==> config.mk <==
export PLATFORM = sky130hd
export DESIGN_NAME = data_io_fifo
export DESIGN_NICKNAME = d
export VERILOG_FILES = /design/src/rtl/data_io_fifo.sv
export SDC_FILE = /design/constraint.sdc
export NUM_CORES = 1
export LEC_CHECK = 0
export BUFFER_PORTS_ARGS = -buffer_cell sky130_fd_sc_hd__buf_2
export CELL_PAD_IN_SITES_DETAIL_PLACEMENT = 0
export CELL_PAD_IN_SITES_GLOBAL_PLACEMENT = 1
export CORE_UTILIZATION = 44
export DETAILED_ROUTE_END_ITERATION = 16
export PLACE_DENSITY = 0.83
export SLEW_MARGIN = 20
export SYNTH_ARGS = -nofsm -noshare
export SYNTH_HDL_FRONTEND = slang
export SYNTH_SLANG_ARGS = --single-unit
==> constraint.sdc <==
create_clock -name clk -period 2.8 [get_ports clk]
set_clock_uncertainty 0.15 [all_clocks]
set_input_delay 0.84 -clock clk [delete_from_list [all_inputs] [get_ports clk]]
set_output_delay 0.84 -clock clk [all_outputs]
set_load 0.01 [all_outputs]
==> src/rtl/data_io_fifo.sv <==
// SPI file-download receiver: oversamples the IO-controller SPI lines, decodes FILE_TX/FILE_TX_DAT/FILE_INDEX
// and buffers packed {address, data} words in a small FIFO. Optional running checksum: DATA_IO_CHECKSUM_EN.
module data_io_fifo #(
   parameter int unsigned START_ADDR = 0,
   parameter int unsigned AW         = 24,
   parameter int unsigned DW         = 8,
   parameter int unsigned FIFO_DEPTH = 4
) (
   input  logic          clk,
   input  logic          reset,
   input  logic          sck,
   input  logic          ss,
   input  logic          sdi,
   output logic          downloading,
   output logic [7:0]    index,
   output logic [AW-1:0] size,
   output logic          overflow,
   output logic          wr,
   input  logic          wr_ack,
   output logic [AW-1:0] a,
   output logic [DW-1:0] d
`ifdef DATA_IO_CHECKSUM_EN
   ,
   output logic [15:0]   checksum
`endif
);

   localparam int unsigned PW = (FIFO_DEPTH > 1) ? $clog2(FIFO_DEPTH) : 1;
   localparam int unsigned CW = PW + 1;

   localparam logic [7:0] CMD_FILE_TX     = 8'h53;
   localparam logic [7:0] CMD_FILE_TX_DAT = 8'h54;
   localparam logic [7:0] CMD_FILE_INDEX  = 8'h55;

   logic          sck_meta_q, sck_sync_q, sck_prev_q;
   logic          ss_meta_q, ss_sync_q;
   logic          sdi_meta_q, sdi_sync_q;

   logic [3:0]    cnt_q, cnt_d;
   logic [6:0]    sr_q, sr_d;
   logic [7:0]    cmd_q, cmd_d;
   logic          dl_q, dl_d;
   logic          end_q, end_d;
   logic [7:0]    index_q, index_d;
   logic [AW-1:0] size_q, size_d;
   logic          ovf_q, ovf_d;
   logic [AW-1:0] addr_q, addr_d;
   logic          half_q, half_d;
   logic [7:0]    lo_q, lo_d;
`ifdef DATA_IO_CHECKSUM_EN
   logic [15:0]   csum_q, csum_d;
`endif

   logic [AW-1:0] mem_a_q [FIFO_DEPTH];
   logic [DW-1:0] mem_d_q [FIFO_DEPTH];
   logic [PW-1:0] rd_ptr_q, wr_ptr_q;
   logic [CW-1:0] fcnt_q;

   logic          sck_rise;
   logic [7:0]    byte_w;
   logic          dat_done;
   logic          fifo_full, fifo_empty;
   logic          push_req, push_ok, pop;
   logic [DW-1:0] push_data;

   assign sck_rise   = sck_sync_q & ~sck_prev_q;
   assign byte_w     = {sr_q, sdi_sync_q};
   assign dat_done   = sck_rise && !ss_sync_q && (cnt_q == 4'd15);
   assign fifo_full  = (fcnt_q == CW'(FIFO_DEPTH));
   assign fifo_empty = (fcnt_q == '0);
   assign push_ok    = push_req && !fifo_full;

   // Handshake: wr is high whenever the FIFO holds an entry and a/d show that head entry;
   // the head is consumed in the clk where wr and wr_ack are both high; wr_ack alone does nothing.
   assign pop = !fifo_empty && wr_ack;
   assign wr  = !fifo_empty;
   assign a   = fifo_empty ? '0 : mem_a_q[rd_ptr_q];
   assign d   = fifo_empty ? '0 : mem_d_q[rd_ptr_q];

   assign downloading = dl_q;
   assign index       = index_q;
   assign size        = size_q;
   assign overflow    = ovf_q;
`ifdef DATA_IO_CHECKSUM_EN
   assign checksum    = csum_q;
`endif

   always_ff @(posedge clk) begin
      if (reset) begin
         sck_meta_q <= 1'b0;
         sck_sync_q <= 1'b0;
         sck_prev_q <= 1'b0;
         ss_meta_q  <= 1'b1;
         ss_sync_q  <= 1'b1;
         sdi_meta_q <= 1'b0;
         sdi_sync_q <= 1'b0;
      end else begin
         sck_meta_q <= sck;
         sck_sync_q <= sck_meta_q;
         sck_prev_q <= sck_sync_q;
         ss_meta_q  <= ss;
         ss_sync_q  <= ss_meta_q;
         sdi_meta_q <= sdi;
         sdi_sync_q <= sdi_meta_q;
      end
   end

   always_comb begin
      cnt_d     = cnt_q;
      sr_d      = sr_q;
      cmd_d     = cmd_q;
      dl_d      = dl_q;
      end_d     = end_q;
      index_d   = index_q;
      size_d    = size_q;
      ovf_d     = ovf_q;
      addr_d    = addr_q;
      half_d    = half_q;
      lo_d      = lo_q;
`ifdef DATA_IO_CHECKSUM_EN
      csum_d    = csum_q;
`endif
      push_req  = 1'b0;
      push_data = '0;

      if (ss_sync_q) begin
         cnt_d = 4'd0;
      end else if (sck_rise) begin
         sr_d  = byte_w[6:0];
         // Bytes after the command byte cycle through counts 8..15.
         cnt_d = (cnt_q == 4'd15) ? 4'd8 : cnt_q + 4'd1;
         if (cnt_q == 4'd7) cmd_d = byte_w;
      end

      if (dat_done) begin
         case (cmd_q)
            CMD_FILE_TX: begin
               if (byte_w[0]) begin
                  dl_d   = 1'b1;
                  end_d  = 1'b0;
                  size_d = '0;
                  addr_d = AW'(START_ADDR);
                  ovf_d  = 1'b0;
                  half_d = 1'b0;
`ifdef DATA_IO_CHECKSUM_EN
                  csum_d = '0;
`endif
               end else begin
                  end_d = 1'b1;
                  if (DW == 16 && half_q) begin
                     push_req  = 1'b1;
                     push_data = DW'({8'h00, lo_q});
                     half_d    = 1'b0;
                  end
               end
            end
            CMD_FILE_TX_DAT: begin
               size_d = size_q + AW'(1);
`ifdef DATA_IO_CHECKSUM_EN
               csum_d = csum_q + {8'h00, byte_w};
`endif
               if (DW == 8) begin
                  push_req  = 1'b1;
                  push_data = DW'(byte_w);
               end else if (half_q) begin
                  push_req  = 1'b1;
                  push_data = DW'({byte_w, lo_q});
                  half_d    = 1'b0;
               end else begin
                  lo_d   = byte_w;
                  half_d = 1'b1;
               end
            end
            CMD_FILE_INDEX: index_d = byte_w;
            default: ;
         endcase
      end

      // Dropped words still consume an address so later words land where expected.
      if (push_req) begin
         addr_d = addr_q + AW'(1);
         if (fifo_full) ovf_d = 1'b1;
      end

      if (end_q && end_d && fifo_empty && !push_req) begin
         dl_d  = 1'b0;
         end_d = 1'b0;
      end
   end

   always_ff @(posedge clk) begin
      if (reset) begin
         cnt_q   <= 4'd0;
         sr_q    <= '0;
         cmd_q   <= '0;
         dl_q    <= 1'b0;
         end_q   <= 1'b0;
         index_q <= '0;
         size_q  <= '0;
         ovf_q   <= 1'b0;
         addr_q  <= AW'(START_ADDR);
         half_q  <= 1'b0;
         lo_q    <= '0;
`ifdef DATA_IO_CHECKSUM_EN
         csum_q  <= '0;
`endif
      end else begin
         cnt_q   <= cnt_d;
         sr_q    <= sr_d;
         cmd_q   <= cmd_d;
         dl_q    <= dl_d;
         end_q   <= end_d;
         index_q <= index_d;
         size_q  <= size_d;
         ovf_q   <= ovf_d;
         addr_q  <= addr_d;
         half_q  <= half_d;
         lo_q    <= lo_d;
`ifdef DATA_IO_CHECKSUM_EN
         csum_q  <= csum_d;
`endif
      end
   end

   always_ff @(posedge clk) begin
      if (reset) begin
         rd_ptr_q <= '0;
         wr_ptr_q <= '0;
         fcnt_q   <= '0;
      end else begin
         if (push_ok) wr_ptr_q <= wr_ptr_q + PW'(1);
         if (pop)     rd_ptr_q <= rd_ptr_q + PW'(1);
         case ({push_ok, pop})
            2'b10:   fcnt_q <= fcnt_q + CW'(1);
            2'b01:   fcnt_q <= fcnt_q - CW'(1);
            default: fcnt_q <= fcnt_q;
         endcase
      end
   end

   // Storage needs no reset: a/d are forced to zero while the FIFO is empty.
   always_ff @(posedge clk) begin
      if (push_ok && !reset) begin
         mem_a_q[wr_ptr_q] <= addr_q;
         mem_d_q[wr_ptr_q] <= push_data;
      end
   end

endmodule

# Yosys cells after proc, flatten, opt, wreduce, memory -nomap -nowiden
# Memories as Yosys holds them, arrays and structs flattened. A register that Yosys moved wholly into a read port is not among the register bits.
# Index checks and enable logic that the tools add are counted.
word_totals:
  regBits: 92
  mem_bits_rw: 128
  inputBits: 6
  out_inout_bits: 67
  word_cells: 94
  mem_count: 2
classes:
  add_sub_neg: 7
  eq_ne: 9
  n_mux: 27
  bitwise: 3
  reduce_logical: 27
memory_table:
  columns: ["name", "depth", "word_bits", "read_ports", "rd_clocked_by_memory_dff", "write_ports", "line", "source"]
  rows:
  - ["mem_a_q", 4, 24, 1, 1, 1, "54", "logic [AW-1:0] mem_a_q [FIFO_DEPTH];"]
  - ["mem_d_q", 4, 8, 1, 1, 1, "55", "logic [DW-1:0] mem_d_q [FIFO_DEPTH];"]
op_table:
  columns: ["op", "count"]
  rows:
  - ["two-way mux 24 bit", 5]
  - ["adder 24 x 1 -> 24 bit, second input constant", 2]
  - ["one-hot mux 24 bit (2 select lines)", 1]
  - ["== test 8 x 7 -> 1 bit, second input constant", 3]
  - ["two-way mux 8 bit", 3]
  - ["two-way mux 1 bit", 12]
  - ["AND reduction 3 bit", 4]
  - ["nonzero test 2 bit", 5]
  - ["logical AND 1 bit", 8]
  - ["two-way mux 2 bit", 4]
  - ["one-hot mux 3 bit (2 select lines)", 1]
  - ["logical NOT 1 bit", 5]
  - ["adder 2 x 1 -> 2 bit, second input constant", 2]
  - ["adder 4 x 1 -> 4 bit, second input constant", 1]
  - ["== test 4 x 3 -> 1 bit, second input constant", 1]
  - ["== test 4 bit, second input constant", 1]
  - ["two-way mux 4 bit", 1]
  - ["AND reduction 2 bit", 2]
  - ["OR reduction 2 bit", 2]
  - ["adder 3 x 1 -> 3 bit, second input constant", 1]
  - ["== test 3 bit, second input constant", 1]
  - ["logical NOT 3 bit", 1]
  - ["subtractor 3 x 1 -> 3 bit, second input constant", 1]
  - ["== test 2 x 1 -> 1 bit, second input constant", 1]
  - ["other kinds (4)", 5]

# Longest topological paths before layout
depth:
  word_depth: 9
  mapped_depth: 10
  depth_no_buf: 10

# Least setup slack after synthesis
# Ideal clock, no wire load.
synth_timing:
  path_type: "reg-to-reg"
  start: "register sck_sync_q"
  end: "memory mem_a_q[2][0] (enable)"
  setup_ns: 0.392
  arrival_ns: 2.371
  t_required_ns: 2.258
  slack_ns: -0.113
  stages_incl_launch_ff: 6
  n_path_buf: 1
  synth_period_minus_slack_ns: 2.913
  path_cell_list: "dfxtp_1 > or3b_1 > buf_4 > nor4_4 > nor4b_1 > and2_1"
synth_via:
  elab_chain_cells: 8
synth_rtl:
  columns: ["item", "line", "source"]
  rows:
  - ["start: declaration", "35", "logic sck_meta_q, sck_sync_q, sck_prev_q;"]
  - ["start signal: assignment", "99", "sck_sync_q <= sck_meta_q;"]
  - ["AND 1 bit", "66", "assign sck_rise = sck_sync_q & ~sck_prev_q;"]
  - ["logical AND 1 bit (2 in a row)", "68", "assign dat_done = sck_rise && !ss_sync_q && (cnt_q == 4'd15);"]
  - ["two-way mux 1 bit", "135", "if (dat_done) begin"]
  - ["logical AND 1 bit", "71", "assign push_ok = push_req && !fifo_full;"]
  - ["logical AND 1 bit", "243", "if (push_ok && !reset) begin"]
  - ["two-way mux 1 bit", "243", null]
  - ["two-way mux 1 bit (implied by the code)", "244", "mem_a_q[wr_ptr_q] <= addr_q;"]
  - ["end: declaration", "54", null]
# Every way passes these cells.

==> impl_results.md <==
- Status: finished, violations left
- Violated checks: setup timing
- Setup-failing EPs final: 32
- Initial Util: 0.449
- 1st-iter DRT viols: 343
- Vias in the first global route: 5799
- Commonest non-fill, non-tap cell in the layout: edfxtp_1
- Skew-Pair Late Insertion Delay: 0.51 ns
- Crit Path Class: register to primary output
- RSZ-0062 raised after global routing: yes
- Fill cells: 1704
- Std-Cell Rows: 52
- Delay-heaviest family, CP: multiplexers
- Yosys reg bits: 222
- Tcrit/Tclk final: 1.06
- Area share of the largest cell type after synthesis: 0.421
- Slowest stage cell, crit path: mux4_2
- Minimum clock period: 2.98 ns
- Setup slack after layout: -0.181 ns
- Post-Syn Nets: 701
- IR drop worst, VDD: 0.000458 V
- Remaining DRCs: 0
- Initial antenna violation count: 0
- Critical Path Sink Type: primary output
- Largest net degree at the start of global routing: 39
- Crit path largest cell delay: 0.50 ns
- Final Hold Viols: 0
- Root buffer cell: clkbuf_16
- Min Hold Slack: 0.266 ns
- Fmax: 335 MHz
- CTS tree: built
- Total CTS buffers: 23
- Met3 usage: 0.0307
- Final #Nets: 803
- Routed WL: 19.4 mm
- Clock Pin Slew Worst Setup and Hold Paths: 0.06 ns
- Die outline area: 21300 um2
- Clk sinks: 222
- Worst path depth: 5
- Asr flop ratio synth: 0
- Vias post-DR: 5892
- Die Y: 146 um
- Area delta synth->final: 20.7%
- Max-cap violations: 0
- Min-Delay Path Class: register to register
- Syn Inst Count: 686
- DIE WIDTH: 146 um
- Pwr per Cell Area: 591 nW/um2
- Cell taking the most area after synthesis: edfxtp_1
- Met2 Track Usage GR: 0.317
- Ranking of synthesized cells by area: edfxtp_1 42%, dfxtp_1 21%, mux4_2 7.9%
- Startpoint types: register
- Setup TNS: -3.88 ns
- Vias per inst: 5.49
- Synth warnings: 0
- Worst-path cell chain: buf_6 > buf_16 > mux4_2 > and2_1 > buf_2
- CP Max Fanout: 6
- Placed cells: 1022
- EDFF count, synth: 128
- Critical path arrival: 1.99 ns
- Io pins: 73
- Global routing's busiest layer: met2
- Clock Tree Buf Depth: 3
- Max Slew Vio Count: 0
- First-pass GRT wire length: 30.9 mm
- Worst r2r src: ss_sync_q
- Syn avg cell area: 13.3 um2
- GPL Wtd Cong: 0.825
- Mapped cell area: 9120 um2
- Register area share after synthesis: 0.628
- Required time worst endpoint: 1.81 ns
- Post-route ant nets: 0
- WL per Instance: 18.0 um
- Relative slew margins: 0.548
- Pleak: 3.78 nW
- Met1 Use GR: 0.240
- Worst Tran Pin Value: 0.676 ns
- Port Buffers: 72
- Core Box Area: 20300 um2
- Diode count: 0
- Worst Setup EP: a[20]
- Total grt overflow: 0
- Dpl hpwl: 12.4 mm
- Fin cells: 1074
- CP bufs+invs: 3
- Total GRT Usage: 0.183
- Post-synth top flop: edfxtp_1
- Layout cells sized above 1: 0.265
- Hold-fix buffers at CTS: 0
- Yosys cell types: 58
- Commonest cells after routing, fill and taps aside: 128 x edfxtp_1, 93 x dfxtp_1, 59 x nor2_1
- WHS Path Cells: 1
- R2R setup slack: 0.20 ns
- FF-to-FF End: mem_a_q[3][11]
- Pre-antenna DRT Iters: 6
- Reg2Reg Depth: 5
- H-tree depth: 1
[layer usage]
| metal | share of wire | vias up |
|---|---|---|
| met5 | 0 | - |
| met4 | 0.021 | 0 |
| met3 | 0.047 | 34 |
| met2 | 0.50 | 153 |
| met1 | 0.43 | 2920 |
| li1 | - | 2785 |
[per-stage QoR]
| stage | instance area (um2) | worst slack [ns] | util | power [mW] |
|---|---|---|---|---|
| after detailed placement | 9960 | 0.200 | 0.491 | 3.53 |
| after global placement | 9960 | 0.236 | 0.491 | 3.53 |
| final | 11000 | -0.181 | 0.542 | 6.50 |
| after CTS | 10900 | -0.217 | 0.539 | 6.55 |
| after global routing | 11000 | -0.251 | 0.542 | 6.69 |
| after floorplan | 9130 | 0.166 | - | 3.52 |
[synth_stat cells (8+ instances only)]
library cell,count
clkbuf_1,16
a21oi_1,26
nor3_1,14
dfxtp_1,94
inv_1,13
mux4_2,32
xor2_1,15
and3_1,10
mux2i_1,18
nand3_1,22
and2_1,47
edfxtp_1,128
buf_2,9
nor2_1,59
o211ai_1,8
nand2_1,41
xnor2_1,13
ha_1,8
nand4_1,21
[final cells by class]
type,count,area [um2],share of cell area
Clock buffer,32,689,0.0626
Tap cell,270,338,0.0307
Clock inverter,9,86.3,0.00784
Timing Repair Buffer,107,856,0.0778
Inverter,13,48.8,0.00443
Sequential cell,222,5730,0.521
Multi-Input combinational cell,421,3260,0.296
[logic make-up (layout without fill, tap and decap cells)]
family                     after synthesis  count (layout)  synth area share
muxes                                   50              50            0.0988
xor gates and xnor gates                28              28            0.0269
buffers and inverters                   43             161            0.0198
DFF                                    222             222             0.628
adders and majority gates                9               9            0.0132
AOI/OAI and AO/OA                       63              63            0.0460
and+or+nand+nor                        271             271             0.168
[worst min-delay path by stage]
stage | end | startpoint | slack, ns
after CTS | ss_sync_q | ss_meta_q | 0.27
after global routing | ss_sync_q | ss_meta_q | 0.30
after detailed placement | ss_sync_q | ss_meta_q | 0.25
final | ss_sync_q | ss_meta_q | 0.27
after global placement | ss_sync_q | ss_meta_q | 0.25
after floorplan | ss_sync_q | ss_meta_q | 0.24
[power by group]
group          total (mW)  internal [mW]  switching [mW]
Clock                3.04           1.82            1.22
Combinational      0.0425         0.0116          0.0309
Sequential           3.42           3.42         0.00408
Total                6.50           5.24            1.26
[registers in the layout (all words and copies together) (netlist names), named ones only]
signal and flops:
cnt_q 4, end_q 1, fcnt_q 3, mem_a_q 96
mem_d_q 32, sdi_sync_q 1, wr_ptr_q 2, size 24
sck_sync_q 1, overflow 1, cmd_q 8, ss_meta_q 1
sck_meta_q 1, addr_q 24, downloading 1, index 8
sck_prev_q 1, sdi_meta_q 1, sr_q 7, ss_sync_q 1
rd_ptr_q 2
[repair_timing]
| action | CTS | global route |
|---|---|---|
| buffers inserted | 7 | 4 |
| gates cloned | 3 | 0 |
| gates resized for setup | 22 | 20 |
| pin swaps | 28 | 4 |
| endpoints found under the setup margin | 30 | 32 |
No activity file was read; power rests on OpenSTA's default activity.
